==> config.mk <==
export PLATFORM = sky130hd
export DESIGN_NAME = div_seq
export DESIGN_NICKNAME = d
export VERILOG_FILES = /design/src/rtl/div_pkg.sv /design/src/rtl/div_step.sv /design/src/rtl/div_seq.sv
export SDC_FILE = /design/constraint.sdc
export NUM_CORES = 1
export LEC_CHECK = 0
export BUFFER_PORTS_ARGS = -buffer_cell sky130_fd_sc_hd__buf_2
export CORE_MARGIN = 2
export CORE_UTILIZATION = 25
export CTS_CLUSTER_DIAMETER = 100
export DETAILED_ROUTE_END_ITERATION = 7
export PLACE_DENSITY = 0.44
export SYNTH_ARGS = -nofsm -noshare
export SYNTH_HDL_FRONTEND = slang
export SYNTH_SLANG_ARGS = --single-unit
==> constraint.sdc <==
create_clock -name clk -period 4.8 [get_ports clk]
set_clock_uncertainty 0.1 [all_clocks]
set_input_delay 0.48 -clock clk [delete_from_list [all_inputs] [get_ports clk]]
set_output_delay 0.48 -clock clk [all_outputs]
set_load 0.01 [all_outputs]
==> src/rtl/div_pkg.sv <==
// Shared definitions for the sequential divider: FSM encoding and the magnitude helper.
package div_pkg;

    // Widest operand the magnitude helper can take; div_seq needs WIDTH < MAX_W.
    localparam int MAX_W = 128;

    typedef enum logic [1:0] {
        ST_IDLE = 2'd0,
        ST_BUSY = 2'd1,
        ST_DONE = 2'd2
    } div_state_e;

    // Caller sign-extends the operand to MAX_W, so the most negative value comes
    // back as the unsigned magnitude 1 << (WIDTH-1) after truncation.
    function automatic logic [MAX_W-1:0] abs_mag(input logic [MAX_W-1:0] value, input logic sign);
        return (sign && value[MAX_W-1]) ? -value : value;
    endfunction

endpackage

==> src/rtl/div_step.sv <==
// One restoring-division step: try to subtract the aligned divisor from the partial remainder.
module div_step #(
    parameter int WIDTH = 32
) (
    input  logic [2*WIDTH-1:0] rem_i,
    input  logic [2*WIDTH-1:0] dsh_i,
    output logic [2*WIDTH-1:0] rem_o,
    output logic               q_bit_o
);

    logic [2*WIDTH:0] diff;

    assign diff    = {1'b0, rem_i} - {1'b0, dsh_i};
    assign q_bit_o = ~diff[2*WIDTH];
    assign rem_o   = q_bit_o ? diff[2*WIDTH-1:0] : rem_i;

endmodule

==> src/rtl/div_seq.sv <==
// Iterative radix-2 restoring divider, signed or unsigned per request, valid/ready on both sides.
//   state   | meaning
//   IDLE    | in_ready high, waiting for a request
//   BUSY    | one quotient bit per cycle, WIDTH cycles
//   DONE    | result and flags held until out_ready
module div_seq
    import div_pkg::*;
#(
    parameter int WIDTH = 32
) (
    input  logic             clk,
    input  logic             rst_n,
    input  logic             in_valid,
    output logic             in_ready,
    input  logic             sign,
    input  logic [WIDTH-1:0] dividend,
    input  logic [WIDTH-1:0] divisor,
    output logic             out_valid,
    input  logic             out_ready,
    output logic [WIDTH-1:0] quotient,
    output logic [WIDTH-1:0] remainder,
    output logic             div_by_zero,
    output logic             overflow
);

    localparam int CNT_W = $clog2(WIDTH) + 1;
    localparam logic [WIDTH-1:0] MIN_VAL = {1'b1, {(WIDTH-1){1'b0}}};

    div_state_e         state_q, state_d;
    logic [CNT_W-1:0]   cnt_q, cnt_d;
    logic [2*WIDTH-1:0] prem_q, prem_d;
    logic [2*WIDTH-1:0] dsh_q, dsh_d;
    logic [WIDTH-1:0]   quot_q, quot_d;
    logic [WIDTH-1:0]   rem_q, rem_d;
    logic               dbz_q, dbz_d;
    logic               ovf_q, ovf_d;
    logic               negq_q, negq_d;
    logic               negr_q, negr_d;

    logic [MAX_W-1:0]   dvd_ext, dvs_ext;
    logic [WIDTH-1:0]   dvd_mag, dvs_mag;
    logic [2*WIDTH-1:0] step_rem;
    logic               step_bit;
    logic [WIDTH-1:0]   q_next;

    assign dvd_ext = {{(MAX_W-WIDTH){sign & dividend[WIDTH-1]}}, dividend};
    assign dvs_ext = {{(MAX_W-WIDTH){sign & divisor[WIDTH-1]}}, divisor};
    assign dvd_mag = WIDTH'(abs_mag(dvd_ext, sign));
    assign dvs_mag = WIDTH'(abs_mag(dvs_ext, sign));

    div_step #(.WIDTH(WIDTH)) u_step (
        .rem_i   (prem_q),
        .dsh_i   (dsh_q),
        .rem_o   (step_rem),
        .q_bit_o (step_bit)
    );

    assign q_next = {quot_q[WIDTH-2:0], step_bit};

    always_comb begin
        state_d = state_q;
        cnt_d   = cnt_q;
        prem_d  = prem_q;
        dsh_d   = dsh_q;
        quot_d  = quot_q;
        rem_d   = rem_q;
        dbz_d   = dbz_q;
        ovf_d   = ovf_q;
        negq_d  = negq_q;
        negr_d  = negr_q;
        case (state_q)
            ST_IDLE: begin
                if (in_valid) begin
                    negq_d  = sign & (dividend[WIDTH-1] ^ divisor[WIDTH-1]);
                    negr_d  = sign & dividend[WIDTH-1];
                    cnt_d   = CNT_W'(WIDTH);
                    prem_d  = {{WIDTH{1'b0}}, dvd_mag};
                    dsh_d   = {1'b0, dvs_mag, {(WIDTH-1){1'b0}}};
                    quot_d  = '0;
                    state_d = ST_BUSY;
                    if (divisor == '0) begin
                        quot_d  = '1;
                        rem_d   = dividend;
                        dbz_d   = 1'b1;
                        state_d = ST_DONE;
                    end else if (sign && dividend == MIN_VAL && divisor == '1) begin
                        quot_d  = dividend;
                        rem_d   = '0;
                        ovf_d   = 1'b1;
                        state_d = ST_DONE;
                    end
                end
            end
            ST_BUSY: begin
                prem_d = step_rem;
                dsh_d  = dsh_q >> 1;
                quot_d = q_next;
                cnt_d  = cnt_q - CNT_W'(1);
                if (cnt_q == CNT_W'(1)) begin
                    // Sign fix-up folded into the last step so DONE sees final values.
                    quot_d  = negq_q ? -q_next : q_next;
                    rem_d   = negr_q ? -step_rem[WIDTH-1:0] : step_rem[WIDTH-1:0];
                    state_d = ST_DONE;
                end
            end
            ST_DONE: begin
                if (out_ready) begin
                    dbz_d   = 1'b0;
                    ovf_d   = 1'b0;
                    state_d = ST_IDLE;
                end
            end
            default: state_d = ST_IDLE;
        endcase
    end

    always_ff @(posedge clk or negedge rst_n) begin
        if (!rst_n) begin
            state_q <= ST_IDLE;
            cnt_q   <= '0;
            prem_q  <= '0;
            dsh_q   <= '0;
            quot_q  <= '0;
            rem_q   <= '0;
            dbz_q   <= 1'b0;
            ovf_q   <= 1'b0;
            negq_q  <= 1'b0;
            negr_q  <= 1'b0;
        end else begin
            state_q <= state_d;
            cnt_q   <= cnt_d;
            prem_q  <= prem_d;
            dsh_q   <= dsh_d;
            quot_q  <= quot_d;
            rem_q   <= rem_d;
            dbz_q   <= dbz_d;
            ovf_q   <= ovf_d;
            negq_q  <= negq_d;
            negr_q  <= negr_d;
        end
    end

    assign in_ready    = (state_q == ST_IDLE);
    assign out_valid   = (state_q == ST_DONE);
    assign quotient    = quot_q;
    assign remainder   = rem_q;
    assign div_by_zero = dbz_q;
    assign overflow    = ovf_q;

endmodule

==> results of run 1 <==
-- placed cells by master, fill, tap and decap left out, types with 9 or more instances in the layout --
master / count
dfrtp_1: 203
o221ai_1: 11
nand3_1: 94
a22oi_1: 42
o21a_1: 11
a211oi_1: 36
and3_1: 22
clkbuf_16: 27
and2_1: 12
buf_2: 135
inv_1: 89
nor4_1: 26
o21ai_0: 212
ha_1: 68
nand4_1: 37
o31ai_1: 30
o21bai_1: 14
nor2b_1: 11
nand2b_1: 10
nor3_1: 45
o41ai_1: 9
a221o_1: 14
nor2_1: 149
xor2_1: 78
mux2i_1: 27
nand2_1: 134
a21oi_1: 176
a31oi_1: 24
xnor2_1: 88
buf_4: 63
or4_1: 21
a221oi_1: 12
or3_1: 23
a21o_1: 33
-- metal layers --
metal  GRT usage  wire (um)
met5           0         23
met4      0.0460       1460
met3      0.0208       2230
met2       0.285      27300
met1       0.224      26000
-- path summary, 6_finish.rpt --
kind | start | end | slack, ps | depth (start not counted)
setup / recovery | dsh_q[59] | remainder[30] | 190 | 20
min in group asynchronous | rst_n | dsh_q[5] | 340 | 2
hold / removal | out_ready | div_by_zero | 120 | 3
max in group asynchronous | rst_n | prem_q[43] | 3140 | 3
setup reg to reg | dsh_q[59] | remainder[30] | 190 | 20
hold reg to reg | div_by_zero | div_by_zero | 370 | 1
-- worst max-delay path: stages, from the launching register on --
cell and delay [ps]:
dfrtp_1 370, inv_1 60, ha_1 340, nand4_1 280
a21oi_1 70, nor4_1 340, and4b_1 300, o311a_1 340
nand2_4 150, inv_4 90, mux2i_2 240, ha_2 220
nand3_1 90, or2_4 260, nor2_2 120, nand3_2 90
o31a_1 170, or3_4 380, nor2b_4 120, mux2i_1 70
a221o_1 290
-- synth_stat cells (all sizes together), types with 21 or more instances --
cell    count
a211oi     37
a21o       33
a21oi     178
a22oi      42
a31oi      24
and3       22
buf        23
clkbuf    105
dfrtp     203
ha         70
inv        90
mux2i      28
nand2     136
nand3      95
nand4      37
nor2      151
nor3       47
nor4       28
o21ai     217
o31ai      30
or3        24
or4        21
xnor2      88
xor2       78
-- stage by stage --
step	util	cell area (um^2)
after floorplan	-	16000
after global placement	0.282	17800
after detailed placement	0.282	17800
after CTS	0.296	18700
after global routing	0.297	18800
final	0.297	18800
-- timing repair --
action,in CTS,in global routing
hold buffers,1,0
gates resized for setup,0,13
buffers inserted,0,5
hold endpoints to repair,62,0
setup endpoints to repair,0,36
-- cell families (layout without fill, tap and decap cells) --
| kind of cell | count (synthesis) | in the layout | share of synthesized area |
|---|---|---|---|
| and+or+nand+nor | 623 | 623 | 0.193 |
| AOI/OAI and AO/OA | 684 | 684 | 0.271 |
| adders and majority gates | 71 | 71 | 0.0560 |
| DFF | 203 | 203 | 0.318 |
| xor gates and xnor gates | 166 | 166 | 0.0909 |
| buffers and inverters | 219 | 338 | 0.0523 |
| other | 0 | 4 | 0 |
| muxes | 31 | 31 | 0.0196 |
-- registers in the layout (all words and copies together), names as in the netlist --
register,cells
quotient,32
cnt_q,6
dsh_q,63
state_q,2
negr_q,1
remainder,32
prem_q,64
div_by_zero,1
overflow,1
negq_q,1
-- cell type report --
| cell class | count | area, um^2 |
|---|---|---|
| Antenna cell | 4 | 10.0 |
| Clock buffer | 34 | 762 |
| Clock inverter | 10 | 130 |
| Fill cell | 6812 | 44400 |
| Inverter | 91 | 344 |
| Multi-Input combinational cell | 1575 | 10200 |
| Sequential cell | 203 | 5080 |
| Tap cell | 846 | 1060 |
| Timing Repair Buffer | 203 | 1220 |
==> key figures, run 1 <==
GRT
  • Vias in the first global route: around 15000
  • Initial antenna violation count: 6
  • Overflow after GRT: 0
  • Global-route wire length before repair: roughly 89000 um
  • Gr usage total: 0.168
  • Largest net degree at the start of global routing: 90

STA
  • Worst Tran Pin Value: about 1100 ps
  • Fmax achieved: approximately 220 MHz
  • Slew Limit Headroom: 0.282
  • Fin. max-slew vios: 0
  • Min Tclk post-route: 4610 ps
  • Hold_ws: between 100 and 150 ps
  • Final TNS setup: 0 ps
  • Final setup fails: 0
  • Period Utilization, post-route: 0.960
  • Setup ws final: about 190 ps
  • Final hold vios: 0

Route
  • Wirelength per Cell: slightly below 20 um
  • DR iter-0 viols: roughly 1100
  • Router iterations before antenna repair: 7
  • Total number of vias: 15600
  • DR vias/cell: 5.27
  • Remaining antenna violation count: 0
  • Routed wire length: 57000 um
  • DR DRC count: 0

Clock network
  • CTS sink count: 203
  • Clk_lat worst skew: approximately 560 ps
  • CTS clk-pin slew, worst paths: roughly 60 ps
  • Maximum clock path buffer count: 3
  • Root buffer cell: clkbuf_16
  • CTS tree: built
  • H-tree levels: 1
  • CTS Buf Count: 26

Floorplanning
  • Die width: 257 um
  • Standard-cell rows: between 90 and 100
  • Core Box Area: approximately 63000 um^2
  • Initial cell density of the core: 0.253
  • Io pins: approximately 140
  • Die area: 66000 um^2
  • Die Ht: 257 um

Worst setup path
  • Critical-path maximum fanout: 7
  • Critical path type: reg -> reg
  • CP Data Arrival Time: 4940 ps
  • Worst EP required: between 5000 and 6000 ps
  • Crit path capture type: register
  • Startpoint Class: register

Placed design
  • Dpl cells: slightly below 3000
  • Routability cong.: 0.886
  • DP Wirelength: 42800 um
  • Port Buffers: between 100 and 150
  • Setup Slack @ Placement: roughly 62 ps

Run
  • Max-cap viol count: 0

Layout
  • Area delta synth->final: 17.5%
  • Final net count: about 2200
  • Non-filler instance count after layout: roughly 3000
  • Ratio of cells with drive above 1 in the final layout: 0.138

Synthesis
  • Ys async rst share: 1.00
  • Top cells by area, synth: dfrtp_1 (32%), o21ai_0 (6.7%), a21oi_1 (5.5%)
  • Mapped Cells: 1997
  • Ys Warns: 0
  • Netlist cell types: 81
  • Post-synthesis sequential area ratio: 0.318
  • Synth area leader: dfrtp_1
  • Seq cells post-synth: roughly 200
  • Synthesized cell area: between 15000 and 20000 um^2
  • Post-synth EDFFs: 0
  • Mean post-synth cell area: about 8 um^2
  • Most used DFF post-synth: dfrtp_1
  • Top cell type's share of synthesized area: 0.318
  • Synthesized Nets: 2137

Run status
  • Status: finished, final reports clean

Worst hold path
  • Worst hold path class: in -> reg
Power of run 1 is not shown: default switching activity piles up to over one toggle a cycle in this logic, so the estimate is an artifact.
==> run 2, diff against run 1 <==
==> constraint.sdc (replaced) <==
create_clock -name clk -period 4.8 [get_ports clk]
set_clock_uncertainty 0.1 [all_clocks]
set_input_delay 0.72 -clock clk [delete_from_list [all_inputs] [get_ports clk]]
set_output_delay 0.72 -clock clk [all_outputs]
set_load 0.01 [all_outputs]
==> key figures, run 2 (synthesis results as in run 1) <==
Run status
  • Status: finished, final reports clean

Run
  • Max-cap viol count: 0

STA
  • Final hold vios: 0
  • Period Utilization, post-route: 0.960
  • Min Tclk post-route: between 4000 and 5000 ps
  • Fmax achieved: approximately 220 MHz
  • Final setup fails: 0
  • Fin. max-slew vios: 0
  • Worst Tran Pin Value: about 1100 ps
  • Slew Limit Headroom: 0.250

Route
  • Wirelength per Cell: between 15 and 20 um
  • DR vias/cell: around 5.3
  • DR DRC count: 0
  • DR iter-0 viols: 1084
  • Remaining antenna violation count: 0
  • Router iterations before antenna repair: 7
  • Total number of vias: between 15000 and 20000
  • Routed wire length: between 50000 and 60000 um

Layout
  • Largest registers: prem_q (64), dsh_q (63)
  • Commonest cells after routing, fill and taps aside: o21ai_0 (212), dfrtp_1 (203), a21oi_1 (176)
  • Ratio of cells with drive above 1 in the final layout: 0.142
  • Reg with most FFs: prem_q
  • Area delta synth->final: 18.2%
  • Cell area after layout: about 19000 um^2
  • Max reg flops: between 60 and 70
  • Most common cell after layout, fill and taps aside: o21ai_0
  • Fill cells: between 6000 and 7000
  • Final net count: 2246

Placed design
  • Post-DP Area: 17800 um^2
  • Routability cong.: 0.859
  • Port Buffers: around 140
  • DP Wirelength: ~43000 um

Clock network
  • Clk_lat worst skew: 560 ps
  • CTS Buf Count: 26
  • Hold Buf Count CTS: 0
  • H-tree levels: 1
  • CTS clk-pin slew, worst paths: approximately 70 ps
  • Maximum clock path buffer count: 3
  • CTS sink count: 203
  • CTS tree: built
  • Root buffer cell: clkbuf_16

Floorplanning
  • Core Box Area: about 63000 um^2
  • Die area: between 60000 and 70000 um^2
  • Die width: 257 um
  • Standard-cell rows: just over 90
  • Initial cell density of the core: 0.253
  • Io pins: 137
  • Die Ht: about 260 um

Worst setup path
  • Reg-to-reg startpoint: dsh_q[61]
  • CP Launch Point: dsh_q[61]
  • CP Data Arrival Time: approximately 5000 ps
  • Critical path type: reg -> reg
  • Startpoint Class: register
  • Worst EP required: about 5000 ps
  • Crit path capture type: register
  • Critical-path maximum fanout: 6

GRT
  • Vias in the first global route: between 15000 and 20000
  • Global-route wire length before repair: between 80000 and 90000 um
  • Initial antenna violation count: 7
  • Overflow after GRT: 0
  • Largest net degree at the start of global routing: 95
  • Gr usage total: 0.168

Worst hold path
  • Worst hold path class: in -> async
## run 2: repair_timing
| item | 4_1_cts | 5_1_grt |
|---|---|---|
| hold endpoints to repair | 0 | 0 |
| pin swaps | 0 | 8 |
| gates cloned | 0 | 0 |
| endpoints found under the setup margin | 1 | 8 |
| buffers inserted | 0 | 7 |
| gates resized for setup | 1 | 16 |
## run 2: path summary, 6_finish.rpt
check,slack [ps],depth (start not counted),to
worst max-delay path,190,18,remainder[30]
worst max register to register,190,18,remainder[30]
min in group clk,360,3,div_by_zero
max in group asynchronous,3400,2,prem_q[41]
worst min-delay path,50,1,dsh_q[3]
worst min register to register,370,1,div_by_zero
## run 2: area by class of cell
type / count / area, um^2 / share of cell area
clock inverter: 9 / 176 / 0.00933
antenna: 4 / 10.0 / 0.000529
timing repair buffer: 209 / 1270 / 0.0670
multi-input combinational: 1575 / 10200 / 0.540
inverter: 91 / 342 / 0.0181
clock buffer: 37 / 753 / 0.0398
tap: 846 / 1060 / 0.0560
sequential: 203 / 5080 / 0.269
## run 2: critical path, stage by stage (launching register included)
cell and delay, ps:
dfrtp_1 360, inv_1 50, ha_2 380, nand4_1 290, or4_1 620, and4b_1 250, o311a_4 170, nand2_2 150
inv_2 70, mux2i_2 210, ha_2 210, buf_4 100, buf_4 110, nand4_1 160, o31a_1 400, or3_4 370
nor2b_4 130, mux2i_1 80, a221o_1 280
## run 2: routing by layer
layer  up-vias  track usage  share of wire
li1       7565            -              -
met1      7576        0.228           0.46
met2       430        0.281           0.47
met3        92       0.0205          0.041
met4         4       0.0438          0.026
met5         -            0        0.00051
## run 2: per-stage QoR
stage	setup TNS, ps	setup WS (ps)	instances	utilization	hold WS [ps]
6_report	0	194	2974	0.299	52.0
5_1_grt	-15.6	-15.6	2974	0.299	153
4_1_cts	0	14.9	2963	0.297	134
3_5_place_dp	-1.56	-1.56	2917	0.282	360
3_3_place_gp	0	101	2917	0.282	355
2_1_floorplan	0	16.0	1997	-	324
Power of run 2 is left out for the same reason.
==> run 3, diff against run 2 <==
PLACE_DENSITY = unset   (was 0.44)
PLACE_DENSITY_LB_ADDON = 0.05   (was unset)
==> key figures, run 3 (synthesis results as in run 1) <==
Run status
  • Status: finished, final reports clean

Floorplanning
  • Initial cell density of the core: 0.253
  • Core Box Area: ~63000 um^2
  • Io pins: 137
  • Die Ht: between 200 and 300 um
  • Die area: 66000 um^2
  • Die width: roughly 260 um
  • Standard-cell rows: slightly above 90

Layout
  • Area delta synth->final: 19.0%
  • Ratio of cells with drive above 1 in the final layout: 0.149
  • Most common cell after layout, fill and taps aside: o21ai_0
  • Cell area after layout: roughly 19000 um^2
  • Commonest cells after routing, fill and taps aside: o21ai_0 (212), dfrtp_1 (203), a21oi_1 (176)
  • Largest registers: prem_q (64), dsh_q (63)
  • Final net count: 2258
  • Non-filler instance count after layout: about 3000
  • Reg with most FFs: prem_q
  • Max reg flops: 64

Worst setup path
  • Worst path slowest cell: o21ai_0
  • Reg-to-reg startpoint: prem_q[1]
  • CP peak stage delay: ~630 ps
  • R2R cell count: 12
  • Startpoint Class: register
  • Crit path buf inv count: 0
  • CP Data Arrival Time: around 5000 ps
  • CP Cell Sequence: ha_1 -> nor2b_1 -> o31ai_1 -> a21oi_1 -> o21ai_0 -> nor4b_1 -> a311oi_2 -> o41a_1 -> or3_4 -> nor2b_4 -> mux2i_1 -> a221o_1
  • Critical R2R Capture: remainder[30]
  • Critical-path maximum fanout: 5
  • Critical path type: reg -> reg
  • Worst R2R Setup Slack: ~230 ps
  • Crit path max-delay family: compound AO/OA/AOI/OAI gates
  • Worst EP required: between 5000 and 6000 ps
  • Crit path capture type: register
  • Critical path depth: 12

Clock network
  • CTS tree: built
  • Clk_lat worst skew: around 600 ps
  • Root buffer cell: clkbuf_16
  • H-tree levels: 1
  • CTS Buf Count: 31
  • Maximum clock path buffer count: 3
  • CTS sink count: 203
  • CTS clk-pin slew, worst paths: approximately 60 ps

Route
  • Total number of vias: 15600
  • Remaining antenna violation count: 0
  • DR vias/cell: around 5.2
  • DR iter-0 viols: ~840
  • Routed wire length: about 64000 um
  • Wirelength per Cell: roughly 21 um
  • DR DRC count: 0
  • Router iterations before antenna repair: 5

GRT
  • GR Util met1: 0.245
  • Global-route wire length before repair: between 90000 and 100000 um
  • Met3 usage: 0.0243
  • GR Layer Usage met2: 0.332
  • Largest net degree at the start of global routing: 81
  • Vias in the first global route: around 16000
  • Gr usage total: 0.190
  • Overflow after GRT: 0
  • Busiest grt layer: met2
  • Initial antenna violation count: 2

Run
  • Max-cap viol count: 0

STA
  • Final setup fails: 0
  • Worst Tran Pin Value: about 1100 ps
  • RSZ-0062 raised after global routing: false
  • Slew Limit Headroom: 0.284
  • Period Utilization, post-route: 0.952
  • Hold_ws: 24.3 ps
  • Fin. max-slew vios: 0
  • Fmax achieved: between 200 and 250 MHz
  • Setup ws final: 229 ps
  • Min Tclk post-route: around 4600 ps
  • Final hold vios: 0

Placed design
  • DP Wirelength: between 40000 and 50000 um
  • Post-DP Area: about 18000 um^2
  • Setup Slack @ Placement: -25.8 ps
  • Dpl cells: 2926
  • Routability cong.: 0.854
  • Port Buffers: 136

Worst hold path
  • Worst hold path class: in -> async
run 3: repair_timing:
action | 4_1_cts | 5_1_grt
pin swaps | 2 | 7
endpoints found under the setup margin | 1 | 12
resized for setup | 1 | 19
setup buffers | 1 | 4
hold buffers | 0 | 0
run 3: worst max path at each step:
stage                    from             to  slack, ps
floorplan           prem_q[0]  remainder[30]         20
global placement    prem_q[0]  remainder[30]         90
detailed placement  prem_q[0]  remainder[30]        -30
CTS                 prem_q[0]  remainder[30]          6
global route        prem_q[0]  remainder[30]          2
finish              prem_q[1]  remainder[30]        230
run 3: worst reg2reg max path: stages (launching register included):
cell      delay [ps]
dfrtp_1          460
ha_1             320
nor2b_1          150
o31ai_1          530
a21oi_1          300
o21ai_0          630
nor4b_1          370
a311oi_2         170
o41a_1           510
or3_4            410
nor2b_4          120
mux2i_1           80
a221o_1          300
run 3: cell type report:
class	count	area [um^2]
sequential	203	5080
inverter	91	342
clock inverter	11	113
fill	6796	44200
antenna	1	2.50
clock buffer	45	908
multi-input combinational	1575	10200
timing repair buffer	216	1310
tap	846	1060
run 3: per-stage QoR:
stage / TNS [ps] / util
floorplan: 0 / -
detailed placement: -25.8 / 0.283
finish: 0 / 0.301
global route: 0 / 0.301
global placement: 0 / 0.283
CTS: 0 / 0.299
run 3: per-layer routing:
layer / vias to the layer above / part of all wire
met5: - / 0.00013
met4: 2 / 0.029
met3: 80 / 0.035
met2: 264 / 0.49
met1: 7674 / 0.45
li1: 7598 / -
Power of run 3 is left out for the same reason.
